==> config.mk <==
export PLATFORM = sky130hd
export DESIGN_NAME = param_reg_file
export DESIGN_NICKNAME = d
export VERILOG_FILES = /design/src/rtl/param_reg_file_pkg.sv /design/src/rtl/param_reg_file_pend_scoreboard.sv /design/src/rtl/param_reg_file.sv
export SDC_FILE = /design/constraint.sdc
export NUM_CORES = 1
export LEC_CHECK = 0
export CAP_MARGIN = 5
export CORE_MARGIN = 3
export CORE_UTILIZATION = 40
export CTS_CLUSTER_DIAMETER = 80
export CTS_CLUSTER_SIZE = 8
export DETAILED_ROUTE_END_ITERATION = 10
export DONT_BUFFER_PORTS = 1
export PLACE_DENSITY = 0.58
export SLEW_MARGIN = 20
export SYNTH_ARGS = -nofsm -noshare
export SYNTH_HDL_FRONTEND = slang
export SYNTH_SLANG_ARGS = --single-unit
==> constraint.sdc <==
create_clock -name clk -period 4.99 [get_ports clk]
set_clock_uncertainty 0.15 [all_clocks]
set_input_delay 1.2475 -clock clk [delete_from_list [all_inputs] [get_ports clk]]
set_output_delay 1.2475 -clock clk [all_outputs]
set_load 0.1 [all_outputs]
==> src/rtl/param_reg_file_pkg.sv <==
// Shared types and default sizing for the parameterised register file.
// The clear-engine state enum lives here so the top and the bench agree on it.
package param_reg_file_pkg;

    localparam int DEF_DATA_W = 32;
    localparam int DEF_ADDR_W = 5;

    typedef enum logic {
        CLEAR = 1'b0,
        IDLE  = 1'b1
    } state_t;

endpackage

==> src/rtl/param_reg_file_pend_scoreboard.sv <==
// Pending-producer scoreboard: one bit per register, set by a claim and
// cleared by the matching write, with a bulk flush when a clear starts.
module pend_scoreboard #(
    parameter int ADDR_W   = 5,
    parameter bit ZERO_REG = 1'b1
) (
    input  logic              clk,
    input  logic              rst_n,
    input  logic              flush,
    input  logic              set_en,
    input  logic [ADDR_W-1:0] set_addr,
    input  logic              clr_en,
    input  logic [ADDR_W-1:0] clr_addr,
    input  logic [ADDR_W-1:0] rs_addr,
    input  logic [ADDR_W-1:0] rt_addr,
    output logic              rs_pending,
    output logic              rt_pending
);

    localparam int NREGS = 2 ** ADDR_W;

    logic [NREGS-1:0] pend;
    logic [NREGS-1:0] pend_next;
    logic             set_ok;

    assign set_ok = set_en && !(ZERO_REG && (set_addr == '0));

    // NOTE: pend_next starts as a copy of pend so every path assigns it and no latch is inferred.
    always_comb begin
        pend_next = pend;
        if (flush) begin
            pend_next = '0;
        end else begin
            if (clr_en) pend_next[clr_addr] = 1'b0;
            // Applied after the clear so a same-cycle claim wins.
            if (set_ok) pend_next[set_addr] = 1'b1;
        end
    end

    // NOTE: state registers use non-blocking assignment so every flop samples pre-edge values.
    always_ff @(posedge clk or negedge rst_n) begin
        if (!rst_n) pend <= '0;
        else        pend <= pend_next;
    end

    assign rs_pending = pend[rs_addr];
    assign rt_pending = pend[rt_addr];

endmodule

==> src/rtl/param_reg_file.sv <==
// Two-read/one-write register file with write bypass, optional hard-wired
// zero register, a pending scoreboard and a sequential clear engine.
module param_reg_file
    import param_reg_file_pkg::*;
#(
    parameter int DATA_W   = DEF_DATA_W,
    parameter int ADDR_W   = DEF_ADDR_W,
    parameter bit ZERO_REG = 1'b1
) (
    input  logic              clk,
    input  logic              rst_n,
    input  logic              clr_req,
    output logic              busy,
    input  logic [ADDR_W-1:0] rs_addr,
    input  logic [ADDR_W-1:0] rt_addr,
    output logic [DATA_W-1:0] rs_data,
    output logic [DATA_W-1:0] rt_data,
    input  logic              wr_en,
    input  logic [ADDR_W-1:0] wr_addr,
    input  logic [DATA_W-1:0] wr_data,
    input  logic              claim_en,
    input  logic [ADDR_W-1:0] claim_addr,
    output logic              rs_pending,
    output logic              rt_pending
);

    localparam int                NREGS    = 2 ** ADDR_W;
    localparam logic [ADDR_W-1:0] LAST_IDX = '1;

    state_t            state, state_next;
    logic [ADDR_W-1:0] cidx, cidx_next;
    logic [DATA_W-1:0] regs [NREGS];

    logic wr_ok;
    logic rs_zero, rt_zero;
    logic pend_rs, pend_rt;

    assign busy    = (state == CLEAR);
    assign rs_zero = ZERO_REG && (rs_addr == '0);
    assign rt_zero = ZERO_REG && (rt_addr == '0);
    assign wr_ok   = !busy && wr_en && !(ZERO_REG && (wr_addr == '0));

    always_comb begin
        state_next = state;
        cidx_next  = cidx;
        case (state)
            CLEAR: begin
                cidx_next = cidx + 1'b1;
                if (cidx == LAST_IDX) state_next = IDLE;
            end
            IDLE: begin
                if (clr_req) begin
                    state_next = CLEAR;
                    cidx_next  = '0;
                end
            end
            default: state_next = CLEAR;
        endcase
    end

    always_ff @(posedge clk or negedge rst_n) begin
        if (!rst_n) begin
            state <= CLEAR;
            cidx  <= '0;
        end else begin
            state <= state_next;
            cidx  <= cidx_next;
        end
    end

    // NOTE: the array has no reset; the clear engine is its only initialiser.
    always_ff @(posedge clk) begin
        if (busy)       regs[cidx]    <= '0;
        else if (wr_ok) regs[wr_addr] <= wr_data;
    end

    always_comb begin
        rs_data = '0;
        if (!busy && !rs_zero)
            rs_data = (wr_en && (wr_addr == rs_addr)) ? wr_data : regs[rs_addr];
    end

    always_comb begin
        rt_data = '0;
        if (!busy && !rt_zero)
            rt_data = (wr_en && (wr_addr == rt_addr)) ? wr_data : regs[rt_addr];
    end

    pend_scoreboard #(
        .ADDR_W   (ADDR_W),
        .ZERO_REG (ZERO_REG)
    ) u_pend (
        .clk        (clk),
        .rst_n      (rst_n),
        .flush      ((state == IDLE) && clr_req),
        .set_en     (claim_en && !busy),
        .set_addr   (claim_addr),
        .clr_en     (wr_en && !busy),
        .clr_addr   (wr_addr),
        .rs_addr    (rs_addr),
        .rt_addr    (rt_addr),
        .rs_pending (pend_rs),
        .rt_pending (pend_rt)
    );

    assign rs_pending = pend_rs && !busy;
    assign rt_pending = pend_rt && !busy;

endmodule

==> metrics.yaml <==
timing.slew.headroom_pct: 26.0
core_mm2: 0.127
die_area_mm2: 0.133
cts_hold_repair.buffers: 0
globalplace.congestion: 0.828
tritoncts: "yes"
post_synthesis_share_of_cell_area_spent_on_and_or_nand_and_nor_gates_pct: 2.27
max_freq_mhz: 202
hold_viol: 0
post-route-drc-count: 0
synth_compound_area_share_pct: 9.08
die_h_um: 364
rr_startpoint: "state$_DFF_PN0_"
worstSetupStartpointType: "input pin"
worstSetupEndpointType: "primary output"
timing_worst_setup_path_type: "input pin to primary output"
setup_total_negative_slack_ns: 0
power_switching_share_pct: 27.9
critical_path_arrival_ns: 3.56
combinationalPowerShare_pct: 18.1
via_count: 31952
clkTransAtPathRegs_ns: 0.05
adder_cell_area_share_of_the_yosys_netlist_pct: 0.0487
synthesis.area_mm2: 0.0514
critical_path.most_common_cell: "buf_12"
layout.cell_area.non_filler_mm2: 0.0595
layout.core_utilization_pct: 47.0
cts_inserted_buffers: 151
seq_power_share_pct: 45.5
cts.htree.levels: 4
cts_sinks: 1062
cpPeakStageDelay_ns: 0.46
vias_per_cell: 6.67
clk_latency_ns: 0.71
postSynth.asyncResetShare_pct: 3.58
timing.critical_path.slowest_stage_cell: "a221oi_1"
final_antenna_net_count: 0
drive_gt1_share_pct: 25.0
dpl_cell_area_mm2: 0.0551
maximum_number_of_pins_on_one_net_before_global_route_repair: 304
synth_edf_count: 1024
path_cells: "nor2b_4 > buf_12 > a221oi_1 > a22oi_1 > a21oi_1 > a211o_1 > buf_12"
drtPass1Iterations: 6
finish.net_count: 3179
cellPowerDensity_mw_per_mm2: 422
synth_seq_cells: 1062
power.switching_w: 0.00700
globalRoute.totalOverflow: 0
first_iter_violations: 3529
timing.critical_path.fanout_max: 233
vias_in_the_first_global_route: 33004
postSynthNetCount: 3097
design.portCount: 124
cap_viol_max_count: 0
route.final.wire_length_mm: 165
post_synth_inst_count: 3038
yosysWarnings: 0
internal-power_w: 0.0181
detailed_route_wire_length_per_cell_um: 34.4
p_clk_share_pct: 36.4
die_width_um: 364
synth_cell_type_count: 57
worstMarginPinSlew_ns: 1.11
clock_tree.buffer_depth: 3
setup_repair_after_global_routing_missed_its_margin: "false"
post-dp-hpwl_mm: 88.5
worst_ir_drop_vdd_mv: 0.343
timing_max_transition_violations_final: 0
critPathRequiredTime_ns: 3.59
reg_to_reg_slack_setup_ns: 1.04
p_leak_nw: 20.7
row_count: 130
layout.cells.most_common: "edfxtp_1"
insertedDiodeCount: 0
fin_total_pwr_w: 0.0251
combinational_family_with_the_most_area_after_synthesis: "multiplexers"
leading_cell_types_in_the_layout_fill_and_taps_excluded: "edfxtp_1, mux2i_1, mux4_2"
multiplexer_area_fraction_after_synthesis_pct: 24.1
post_synth.cell_area_avg_um2: 16.9
grt_antenna_before_repair: 0
synth_seq_area_share_pct: 61.7
grt_pass1_wl_mm: 233
final.period_utilization_pct: 99.2
finalCriticalPeriod_ns: 4.95
rr_worst_depth: 6
port_buffers: 0
gr-usage-all-layers_pct: 24.2
timing.hold.worst.class: "input pin to async pin"
floorplan.initialDensity_pct: 40.6
cts_root_buf: "clkbuf_16"
flow.area_growth_from_synthesis_pct: 15.7
setup-violations-final: 0
regToRegEndpoint: "regs[20][5]$_DFFE_PP_"
whs_ns: 0.0485
run_status: "finished clean"
yosys.area_share.xor_xnor_pct: 0.205
top_flip_flop_cell_by_instance_count_after_synthesis: "edfxtp_1"
power by group through the flow:
stage	clock (W)	combinational [W]	sequential, W
floorplan	0	0.00278	0.0114
global placement	0	0.00436	0.0115
detailed placement	0	0.00442	0.0116
CTS	0.00929	0.00442	0.0114
global route	0.00965	0.00471	0.0115
finish	0.00915	0.00453	0.0114
worst max path at each step:
stage,start,endpoint,slack (ns),cells after the start
floorplan,wr_addr[0],rt_data[30],0.09,6
global placement,rs_addr[0],rs_data[28],0.11,7
detailed placement,rs_addr[0],rs_data[28],0.19,7
CTS,rs_addr[0],rs_data[28],0.13,7
global route,rs_addr[0],rs_data[11],0.001,10
finish,rt_addr[1],rt_data[11],0.04,7
cell families (layout without fill, tap and decap cells):
kind of cell	Yosys count	after routing
compound gates	662	662
mux	798	798
fa+ha+maj	2	2
simple gates	244	244
buf+inv	258	361
xor+xnor	12	12
flops	1062	1062
worst max-delay path: cells and delay by family:
family,cells,cell delay (ns)
buffers and inverters,2,0.38
and+or+nand+nor,1,0.33
AOI/OAI and AO/OA,4,1.26
per-stage QoR:
step	instances	worst slack, ns
global placement	4601	0.107
floorplan	3038	0.0942
CTS	4775	0.129
finish	4791	0.0375
global route	4791	0.00142
detailed placement	4601	0.193
layout make-up:
cell class                 instances  area [um2]
timing repair buffer             181        2910
clock buffer                     159        3870
inverter                           6        22.5
tap                             1650        2060
sequential                      1062       31700
multi-input combinational       1718       18700
fill                           10489       67100
clock inverter                    15         218
state kept, by name, indices dropped and copies added (netlist names):
register     flops
u_pend.pend     32
regs          1024
state            1
cidx             5
Yosys cell counts (all sizes together) (62+ instances only):
master,count,share of area [%]
o21ai,101,0.98
edfxtp,1024,60
a211o,62,1.1
clkbuf,116,0.85
buf,136,1.7
mux2i,398,7.8
mux4,336,15
o21bai,62,0.91
nand2,111,0.81
a21oi,159,1.5
a221oi,185,3.2
mux2,64,1.4
a22oi,63,0.92
metal layers:
metal	share of wire (%)	global-route usage (%)
met1	39	31.8
met2	49	40.4
met3	7.9	3.89
met4	3.7	9.87
met5	0	0
what timing repair did:
item                                    CTS  global route
resized for setup                         0             1
endpoints found under the setup margin    0            33
buffers inserted                          0             6
Power figures use the tool's default switching activity.
